$ cat src/rtl/dbg_pkg.sv
// Shared types and limits for the debug clock controller.
//   cmd_e        : command codes carried on cmd_code
//   state_e      : controller states
//   halt_cause_e : reason reported on halt_cause
//   rst_len()    : clamps the dm_reset pulse length into its legal range
package dbg_pkg;

    typedef enum logic [2:0] {
        CMD_NOP     = 3'd0,
        CMD_HALT    = 3'd1,
        CMD_RUN     = 3'd2,
        CMD_STEP    = 3'd3,
        CMD_SET_BP  = 3'd4,
        CMD_CLR_BP  = 3'd5,
        CMD_DMRST   = 3'd6,
        CMD_ILLEGAL = 3'd7
    } cmd_e;

    typedef enum logic [1:0] {
        ST_RUN  = 2'd0,
        ST_HALT = 2'd1,
        ST_STEP = 2'd2,
        ST_RST  = 2'd3
    } state_e;

    typedef enum logic [1:0] {
        HC_NONE = 2'd0,
        HC_CMD  = 2'd1,
        HC_STEP = 2'd2,
        HC_BP   = 2'd3
    } halt_cause_e;

    localparam int RST_CYCLES_MIN = 1;
    localparam int RST_CYCLES_MAX = 255;

    function automatic logic [7:0] rst_len(input int cycles);
        if (cycles < RST_CYCLES_MIN) begin
            return 8'(RST_CYCLES_MIN);
        end else if (cycles > RST_CYCLES_MAX) begin
            return 8'(RST_CYCLES_MAX);
        end else begin
            return cycles[7:0];
        end
    endfunction

endpackage

$ cat src/rtl/sync_2ff.sv
// Two-flop synchroniser for a single level signal.
//   clk   : destination clock
//   rst_n : asynchronous active-low reset, clears both flops
//   d     : asynchronous input
//   q     : synchronised output
module sync_2ff (
    input  logic clk,
    input  logic rst_n,
    input  logic d,
    output logic q
);

    logic meta;

    always_ff @(posedge clk or negedge rst_n) begin
        if (!rst_n) begin
            meta <= 1'b0;
            q    <= 1'b0;
        end else begin
            meta <= d;
            q    <= meta;
        end
    end

endmodule

$ cat src/rtl/dbg_clk_ctrl.sv
// Debug clock controller: run/halt/single-step/reset control of a core clock
// gate, driven by toggle-handshake commands from the TCK domain.
//   sys_clk, sys_reset_n     : sole clock, async active-low reset
//   cmd_toggle               : each level change announces a new command
//   cmd_code, cmd_data       : command and operand, stable until acked
//   pc                       : core fetch PC for breakpoint compare
//   dbg_clk_en               : core clock gate enable
//   dm_reset                 : core reset request
//   halted, halt_cause       : HALT indication and reason
//   cmd_ack_toggle           : flips once per decoded command
//   cmd_err                  : sticky illegal-command flag
//
// state | meaning
// RUN   | core clock free running, breakpoint armed
// HALT  | core clock stopped
// STEP  | core clock running for a counted number of cycles
// RST   | dm_reset asserted, clock enable frozen, commands acked and dropped
module dbg_clk_ctrl
    import dbg_pkg::*;
#(
    parameter bit START_HALTED = 1'b0,
    parameter int RST_CYCLES   = 4
) (
    input  logic        sys_clk,
    input  logic        sys_reset_n,
    input  logic        cmd_toggle,
    input  logic [2:0]  cmd_code,
    input  logic [31:0] cmd_data,
    input  logic [31:0] pc,
    output logic        dbg_clk_en,
    output logic        dm_reset,
    output logic        halted,
    output logic [1:0]  halt_cause,
    output logic        cmd_ack_toggle,
    output logic        cmd_err
);

    localparam logic [7:0] RST_LEN     = rst_len(RST_CYCLES);
    localparam state_e     RESET_STATE = START_HALTED ? ST_HALT : ST_RUN;

    logic        tog_sync;
    logic        tog_hist_q;
    logic        cmd_valid;
    cmd_e        cmd;

    state_e      state_q, state_d;
    state_e      saved_q, saved_d;
    logic [15:0] step_cnt_q, step_cnt_d;
    logic [7:0]  rst_cnt_q, rst_cnt_d;
    logic [31:0] bp_addr_q, bp_addr_d;
    logic        bp_en_q, bp_en_d;
    logic        bp_skip_q, bp_skip_d;
    halt_cause_e cause_q, cause_d;
    logic        clk_en_q, clk_en_d;
    logic        dm_reset_q, dm_reset_d;
    logic        ack_q, ack_d;
    logic        err_q, err_d;

    logic        pc_at_bp;
    logic        bp_hit;
    logic        cmd_taken;

    sync_2ff u_tog_sync (
        .clk   (sys_clk),
        .rst_n (sys_reset_n),
        .d     (cmd_toggle),
        .q     (tog_sync)
    );

    assign cmd_valid = tog_sync ^ tog_hist_q;
    assign cmd       = cmd_e'(cmd_code);
    assign pc_at_bp  = (pc == bp_addr_q);
    // bp_skip lets the core leave the breakpoint address it was resumed from.
    assign bp_hit    = bp_en_q && pc_at_bp && !bp_skip_q;

    always_ff @(posedge sys_clk or negedge sys_reset_n) begin
        if (!sys_reset_n) begin
            tog_hist_q <= 1'b0;
            state_q    <= RESET_STATE;
            saved_q    <= RESET_STATE;
            step_cnt_q <= 16'd0;
            rst_cnt_q  <= 8'd0;
            bp_addr_q  <= 32'd0;
            bp_en_q    <= 1'b0;
            bp_skip_q  <= 1'b0;
            cause_q    <= HC_NONE;
            clk_en_q   <= !START_HALTED;
            dm_reset_q <= 1'b0;
            ack_q      <= 1'b0;
            err_q      <= 1'b0;
        end else begin
            tog_hist_q <= tog_sync;
            state_q    <= state_d;
            saved_q    <= saved_d;
            step_cnt_q <= step_cnt_d;
            rst_cnt_q  <= rst_cnt_d;
            bp_addr_q  <= bp_addr_d;
            bp_en_q    <= bp_en_d;
            bp_skip_q  <= bp_skip_d;
            cause_q    <= cause_d;
            clk_en_q   <= clk_en_d;
            dm_reset_q <= dm_reset_d;
            ack_q      <= ack_d;
            err_q      <= err_d;
        end
    end

    always_comb begin
        state_d    = state_q;
        saved_d    = saved_q;
        step_cnt_d = step_cnt_q;
        rst_cnt_d  = rst_cnt_q;
        bp_addr_d  = bp_addr_q;
        bp_en_d    = bp_en_q;
        bp_skip_d  = bp_skip_q && pc_at_bp;
        cause_d    = cause_q;
        clk_en_d   = clk_en_q;
        dm_reset_d = dm_reset_q;
        ack_d      = ack_q ^ cmd_valid;
        err_d      = err_q;
        cmd_taken  = 1'b0;

        // Commands that change state pre-empt breakpoint and step expiry in
        // the same cycle; the others leave normal progress untouched.
        if (cmd_valid && (state_q != ST_RST)) begin
            err_d = (cmd == CMD_ILLEGAL);
            case (cmd)
                CMD_HALT: begin
                    state_d   = ST_HALT;
                    cause_d   = HC_CMD;
                    cmd_taken = 1'b1;
                end
                CMD_RUN: begin
                    if (state_q != ST_RUN) begin
                        state_d   = ST_RUN;
                        cause_d   = HC_NONE;
                        bp_skip_d = pc_at_bp;
                        cmd_taken = 1'b1;
                    end
                end
                CMD_STEP: begin
                    state_d    = ST_STEP;
                    step_cnt_d = (cmd_data[15:0] == 16'd0) ? 16'd1 : cmd_data[15:0];
                    cause_d    = HC_NONE;
                    bp_skip_d  = pc_at_bp;
                    cmd_taken  = 1'b1;
                end
                CMD_SET_BP: begin
                    bp_addr_d = cmd_data;
                    bp_en_d   = 1'b1;
                    bp_skip_d = 1'b0;
                end
                CMD_CLR_BP: begin
                    bp_en_d = 1'b0;
                end
                CMD_DMRST: begin
                    saved_d    = state_q;
                    state_d    = ST_RST;
                    rst_cnt_d  = RST_LEN;
                    dm_reset_d = 1'b1;
                    cmd_taken  = 1'b1;
                end
                default: ;
            endcase
        end

        if (!cmd_taken) begin
            case (state_q)
                ST_RUN: begin
                    if (bp_hit) begin
                        state_d = ST_HALT;
                        cause_d = HC_BP;
                    end
                end
                ST_STEP: begin
                    if (bp_hit) begin
                        state_d = ST_HALT;
                        cause_d = HC_BP;
                    end else if (step_cnt_q == 16'd1) begin
                        state_d    = ST_HALT;
                        cause_d    = HC_STEP;
                        step_cnt_d = 16'd0;
                    end else begin
                        step_cnt_d = step_cnt_q - 16'd1;
                    end
                end
                ST_RST: begin
                    if (rst_cnt_q == 8'd1) begin
                        state_d    = saved_q;
                        dm_reset_d = 1'b0;
                        rst_cnt_d  = 8'd0;
                    end else begin
                        rst_cnt_d = rst_cnt_q - 8'd1;
                    end
                end
                default: ;
            endcase
        end

        // The enable is registered from the next state so it changes on the
        // same edge as the state; RST keeps whatever the core had before.
        case (state_d)
            ST_RUN, ST_STEP: clk_en_d = 1'b1;
            ST_HALT:         clk_en_d = 1'b0;
            default:         clk_en_d = clk_en_q;
        endcase
    end

    assign dbg_clk_en     = clk_en_q;
    assign dm_reset       = dm_reset_q;
    assign halted         = (state_q == ST_HALT);
    assign halt_cause     = cause_q;
    assign cmd_ack_toggle = ack_q;
    assign cmd_err        = err_q;

endmodule

$ cat config.mk
export PLATFORM = sky130hd
export DESIGN_NAME = dbg_clk_ctrl
export DESIGN_NICKNAME = d
export VERILOG_FILES = /design/src/rtl/dbg_pkg.sv /design/src/rtl/sync_2ff.sv /design/src/rtl/dbg_clk_ctrl.sv
export SDC_FILE = /design/constraint.sdc
export NUM_CORES = 1
export LEC_CHECK = 0
export BUFFER_PORTS_ARGS = -buffer_cell sky130_fd_sc_hd__clkbuf_2
export CAP_MARGIN = 20
export CORE_ASPECT_RATIO = 1.5
export CORE_MARGIN = 5
export CORE_UTILIZATION = 62
export CTS_BUF_LIST = sky130_fd_sc_hd__clkbuf_8
export CTS_CLUSTER_DIAMETER = 30
export DETAILED_ROUTE_END_ITERATION = 7
export HOLD_SLACK_MARGIN = 0.12
export MAX_ROUTING_LAYER = met4
export PLACE_DENSITY = 0.92
export SLEW_MARGIN = 20
export SYNTH_ARGS = -nofsm -noshare
export SYNTH_HDL_FRONTEND = slang
export SYNTH_SLANG_ARGS = --single-unit
$ cat constraint.sdc
create_clock -name sys_clk -period 5.55 [get_ports sys_clk]
set_clock_uncertainty 0.15 [all_clocks]
set_input_delay 1.11 -clock sys_clk [delete_from_list [all_inputs] [get_ports sys_clk]]
set_output_delay 1.11 -clock sys_clk [all_outputs]
set_load 0.1 [all_outputs]
Word level (Yosys, flattened, before mapping)
Cells that the tools add are included.
Word-level totals
  register bits: 71
  bits in latches: 0
  memory bits (writable): 0
  bits in read-only memories: 0
  input bits: 70
  output and inout bits: 7
  word-level logic and storage cells: 93
  memories: 0
Cells by class
  $add $sub $neg: 2
  $mul: 0
  div/mod/pow operators: 0
  magnitude comparators: 0
  eq/ne operators: 16
  shift-type cells: 0
  muxes and demuxes: 42
  bitwise logic cells: 2
  reductions and logical operators: 16
Operators by type and width (count)
  $mux W16: 7
  $mux W8: 5
  $eq A32 B32 Y1: 1
  $mux W2: 13
  $eq A16 B1 Y1 const B: 1
  $logic_not A16 Y1: 1
  $sub A16 B1 Y16 const B: 1
  $eq A3 B3 Y1 const B: 4
  $pmux W2 S3: 2
  $mux W1: 9
  $eq A8 B1 Y1 const B: 1
  $pmux W2 S4: 1
  $sub A8 B1 Y8 const B: 1
  $eq A2 B2 Y1 const B: 3
  $eq A3 B2 Y1 const B: 2
  $pmux W1 S2: 3
  $reduce_and A2 Y1: 3
  $reduce_bool A2 Y1: 3
  $eq A2 B1 Y1 const B: 2
  $logic_and A1 B1 Y1: 4
  $logic_not A2 Y1: 2
  $pmux W2 S2: 1
  $eq A3 B1 Y1 const B: 1
  $pmux W1 S3: 1
  5 further kinds: 6

Longest topological paths before layout
  depth in word-level cells: 11
  mapped depth: 8
  depth with buffers taken out: 8

Cells and area by module
From an unflattened synthesis, not the netlist that was laid out.
Second synthesis, totals
  cells, all modules: 384
  area total of the unflattened synthesis: 3918.8 um^2
Modules (own cells, without submodules)
  dbg_clk_ctrl: times used 1, cells an instance 382, area each 3868.7 um^2, sequential area each 1727.9 um^2
  sync_2ff: times used 1, cells an instance 2, area each 50.0 um^2, sequential area each 50.0 um^2

Least setup slack after synthesis
OpenSTA, ideal clock, no wires.
  path type: input -> register
  from: input cmd_code[0]
  to: register step_cnt_q[9]
  library setup time: 0.133 ns
  arrival: 2.576 ns
  required time: 5.267 ns
  slack: 2.691 ns
  cell stages on the path: 8
  path buffers: 2
  cells stage by stage: buf_6 or2_2 a31oi_1 nand2_1 a31oi_2 buf_2 nand3b_1 o211ai_1
Between the ends
  cells in the longest elaborated chain, start to end: 6
RTL lines
  start: declaration: RTL line dbg_clk_ctrl.sv:27  | input logic [2:0] cmd_code,
  $eq A3 B2 Y1: RTL line dbg_clk_ctrl.sv:127  | case (cmd)
  $mux W16: RTL line dbg_clk_ctrl.sv:127
  $mux W16: RTL line dbg_clk_ctrl.sv:125  | if (cmd_valid && (state_q != ST_RST)) begin
  $mux W16: RTL line dbg_clk_ctrl.sv:176  | if (bp_hit) begin
  $mux W16: RTL line dbg_clk_ctrl.sv:168  | case (state_q)
  $mux W16 *: RTL line dbg_clk_ctrl.sv:167  | if (!cmd_taken) begin
  via step_cnt_d[9]: RTL line dbg_clk_ctrl.sv:48  | logic [15:0] step_cnt_q, step_cnt_d;
  end signal: assignment: RTL line dbg_clk_ctrl.sv:95  | step_cnt_q <= step_cnt_d;
  end: declaration: RTL line dbg_clk_ctrl.sv:48
Mark *: on every way through the listed nets, which the timed path passes. The rest lies on a longest branch.
A chain may end at the register's enable or synchronous reset.

Final worst setup path
Same ends and word-level chain as after synthesis.

==> flow_metrics.py <==
metrics = {
    "die": {
        "fp-row-count": 35,
        "die_w_um": 74.9,
        "initial_core_util": 0.639,
        "core_mm2": 0.00613,
        "pin_count": 77,
        "chipHeight_um": 107,
        "design.die.area_mm2": 0.00804,
    },
    "worst_hold_path": {
        "holdPathEnd": "u_tog_sync.q$_DFF_PN0_",
        "hold_path.class": "reg2reg",
        "hp-start": "u_tog_sync.meta$_DFF_PN0_",
        "hold_path_depth": 0,
    },
    "routing": {
        "ant_nets": 0,
        "routed_wl_um": 9740,
        "drt_first_iter_violations": 256,
        "drc_errors": 0,
        "wl_per_cell_um": 18.1,
        "dr.pass1.iters": 4,
        "vias_per_cell": 6.21,
        "num_vias": 3349,
    },
    "clock_tree": {
        "clock-root-buffer": "clkbuf_8",
        "clk_latency_ns": 0.35,
        "clkSlewWorstSetupHoldPaths_ns": 0.07,
        "cts_tree": "yes",
        "hold_buffers": 0,
        "numCtsBuffers": 9,
        "cts-htree-levels": 3,
        "cts-resized-gates": 0,
        "post_cts.repair.setup_buffers": 0,
        "clockBufferDepth": 2,
        "clock_sinks": 71,
    },
    "power": {
        "report.power.total_mw": 2.52,
        "p_per_area_mw_per_mm2": 549,
        "p_leak_nw": 2.03,
        "peakVddDrop_uv": 324,
    },
    "logic_synthesis": {
        "yosysSeqAreaShare": 0.454,
        "yosysWarnings": 0,
        "synth_nets": 458,
        "syn_avg_cell_area_um2": 10.2,
        "async_flop_share": 1.00,
        "synth_area_leaders": "dfrtp_1 (45%), mux2_2 (8.6%), xnor2_1 (8.3%), o211ai_1 (3.8%), nand2_1 (3.4%)",
        "synth-edff-count": 0,
        "synth_top_area_cell": "dfrtp_1",
        "synth_cell_types": 59,
        "synth_flop_cell": "dfrtp_1",
        "synth_common_cells": "dfrtp_1 (70), xnor2_1 (37), nand2_1 (36)",
        "yosys.area.top_type_share": 0.447,
        "post-synth-top-count-cell": "dfrtp_1",
        "ys_seq_elements": 71,
        "synth_area_mm2": 0.00392,
        "synth_cells": 384,
    },
    "final_layout": {
        "instances_no_fill": 539,
        "drive_above_1_share": 0.310,
        "post-route-util": 0.747,
        "final_nets": 534,
        "fillers": 407,
        "syn2layout_area_growth_pct": 16.9,
        "n_antenna_cell": 0,
    },
    "worst_setup_path": {
        "rr_endpoint": "step_cnt_q[14]$_DFF_PN0_",
        "start_kind": "input pin",
        "r2r_cells": 6,
        "reg2reg_slack_ns": 2.79,
        "cp_max_fo": 17,
        "critPathKind": "in2reg",
        "reg2reg_from": "bp_addr_q[15]$_DFFE_PN0P_",
        "end_kind": "register",
        "critPathArrivalTime_ns": 3.37,
        "required_ns": 5.65,
    },
    "placed_design": {
        "dp_cells": 523,
        "place.gp.congestion": 0.924,
        "post-dp-hpwl_um": 7220,
        "io_buffer_count": 76,
    },
    "global_routing": {
        "grt_max_degree": 72,
        "gr-total-overflow": 0,
        "grt_use_total": 0.276,
        "antenna_found_initial": 0,
        "grt_pass1_wl_um": 16600,
        "grt_pass1_vias": 3592,
    },
    "status": {
        "status": "completed",
    },
    "timing": {
        "setup_tns_ns": 0,
        "setup_viol": 0,
        "relSlewSlack": 0.406,
        "period_share": 0.588,
        "slew_viol_final": 0,
        "rsz0062_at_grt": "no",
        "tightest_slew_ns": 0.891,
        "final_hold_viol_count": 0,
        "fmaxAchievable_mhz": 306,
        "min_period_ns": 3.26,
    },
    "run": {
        "maxCapViolCount": 0,
    },
}
==> where the power goes <==
part | leakage [nW] | internal, mW | switching, mW
Clock | 0.128 | 0.310 | 0.197
Combinational | 1.04 | 0.427 | 0.596
Sequential | 0.868 | 0.752 | 0.234
Total | 2.03 | 1.49 | 1.03
==> kinds of logic (layout without fill, tap and decap cells) <==
group,count (synthesis),in the layout,share of synthesized area
buffers and inverters,37,118,0.0412
XOR/XNOR,38,38,0.0849
flip-flops,71,71,0.454
AND/OR/NAND/NOR,129,129,0.179
multiplexers,32,32,0.0913
adder cells (fa/ha/maj),4,4,0.0128
AO/OA/AOI/OAI,73,73,0.137
==> per-layer routing <==
metal / track usage / wire [µm] / vias up
met5: - / 0 / -
met4: 0.141 / 520 / 0
met3: 0.0477 / 549 / 50
met2: 0.458 / 5100 / 181
met1: 0.313 / 3560 / 1591
li1: - / - / 1527
==> layout make-up <==
| class | count | area, µm² | area share |
|---|---|---|---|
| multi-input combinational | 276 | 1980 | 0.432 |
| sequential | 71 | 1780 | 0.388 |
| timing repair buffer | 78 | 395 | 0.0863 |
| clock buffer | 10 | 138 | 0.0300 |
| clock inverter | 6 | 108 | 0.0235 |
| tap | 74 | 92.6 | 0.0202 |
| inverter | 24 | 90.1 | 0.0197 |
==> worst max-delay path by stage <==
stage / slack (ns) / end / cells after the start / from
2_1_floorplan: 2.69 / step_cnt_q[9]$_DFF_PN0_ / 8 / cmd_code[0]
3_3_place_gp: 2.09 / step_cnt_q[4]$_DFF_PN0_ / 7 / pc[24]
3_5_place_dp: 2.03 / step_cnt_q[9]$_DFF_PN0_ / 7 / cmd_code[0]
4_1_cts: 2.36 / step_cnt_q[9]$_DFF_PN0_ / 7 / cmd_code[0]
5_1_grt: 2.16 / step_cnt_q[5]$_DFF_PN0_ / 7 / cmd_code[0]
6_report: 2.29 / step_cnt_q[9]$_DFF_PN0_ / 7 / cmd_code[0]
==> worst max-delay path, stage by stage <==
cell and delay, ns:
clkbuf_2 0.16, or2_2 0.33, a31oi_1 0.24, nand2_1 0.17
a31oi_2 0.70, nand2_1 0.38, o211ai_1 0.28
==> through the flow <==
step | area (µm²) | setup WS (ns) | hold WS, ns
final | 4580 | 2.29 | 0.202
after global routing | 4580 | 2.16 | 0.219
after CTS | 4580 | 2.36 | 0.207
after detailed placement | 4340 | 2.03 | 0.190
after global placement | 4340 | 2.09 | 0.192
after floorplan | 3920 | 2.69 | 0.181
==> layout by cell type, fill, tap and decap left out, types with 3 or more instances in the layout <==
| cell type | synthesis | routed |
|---|---|---|
| o221ai_1 | 3 | 3 |
| nor4_1 | 7 | 7 |
| or2_2 | 3 | 3 |
| nor4_2 | 3 | 3 |
| bufinv_16 | 0 | 3 |
| xnor2_1 | 37 | 37 |
| clkbuf_2 | 0 | 75 |
| a21oi_1 | 6 | 6 |
| ha_1 | 4 | 4 |
| a31oi_1 | 4 | 4 |
| dfrtp_1 | 70 | 70 |
| o31ai_1 | 6 | 6 |
| nand4_1 | 13 | 13 |
| o21ai_0 | 14 | 14 |
| o211ai_1 | 20 | 20 |
| or3_1 | 4 | 4 |
| nor2_1 | 19 | 19 |
| inv_1 | 24 | 25 |
| nand2_1 | 36 | 36 |
| nor3_1 | 12 | 12 |
| clkbuf_8 | 0 | 10 |
| or3_2 | 3 | 3 |
| nand3_1 | 7 | 7 |
| nor2b_1 | 4 | 4 |
| and2_1 | 3 | 3 |
| mux2_2 | 30 | 30 |
==> state kept, by name, summed over array words and instances, names as in the netlist, 2 cells and up <==
signal      count
step_cnt_q     16
rst_cnt_q       8
saved_q         2
halt_cause      2
state_q         2
bp_addr_q      32
(Power assumes the default switching activity.)
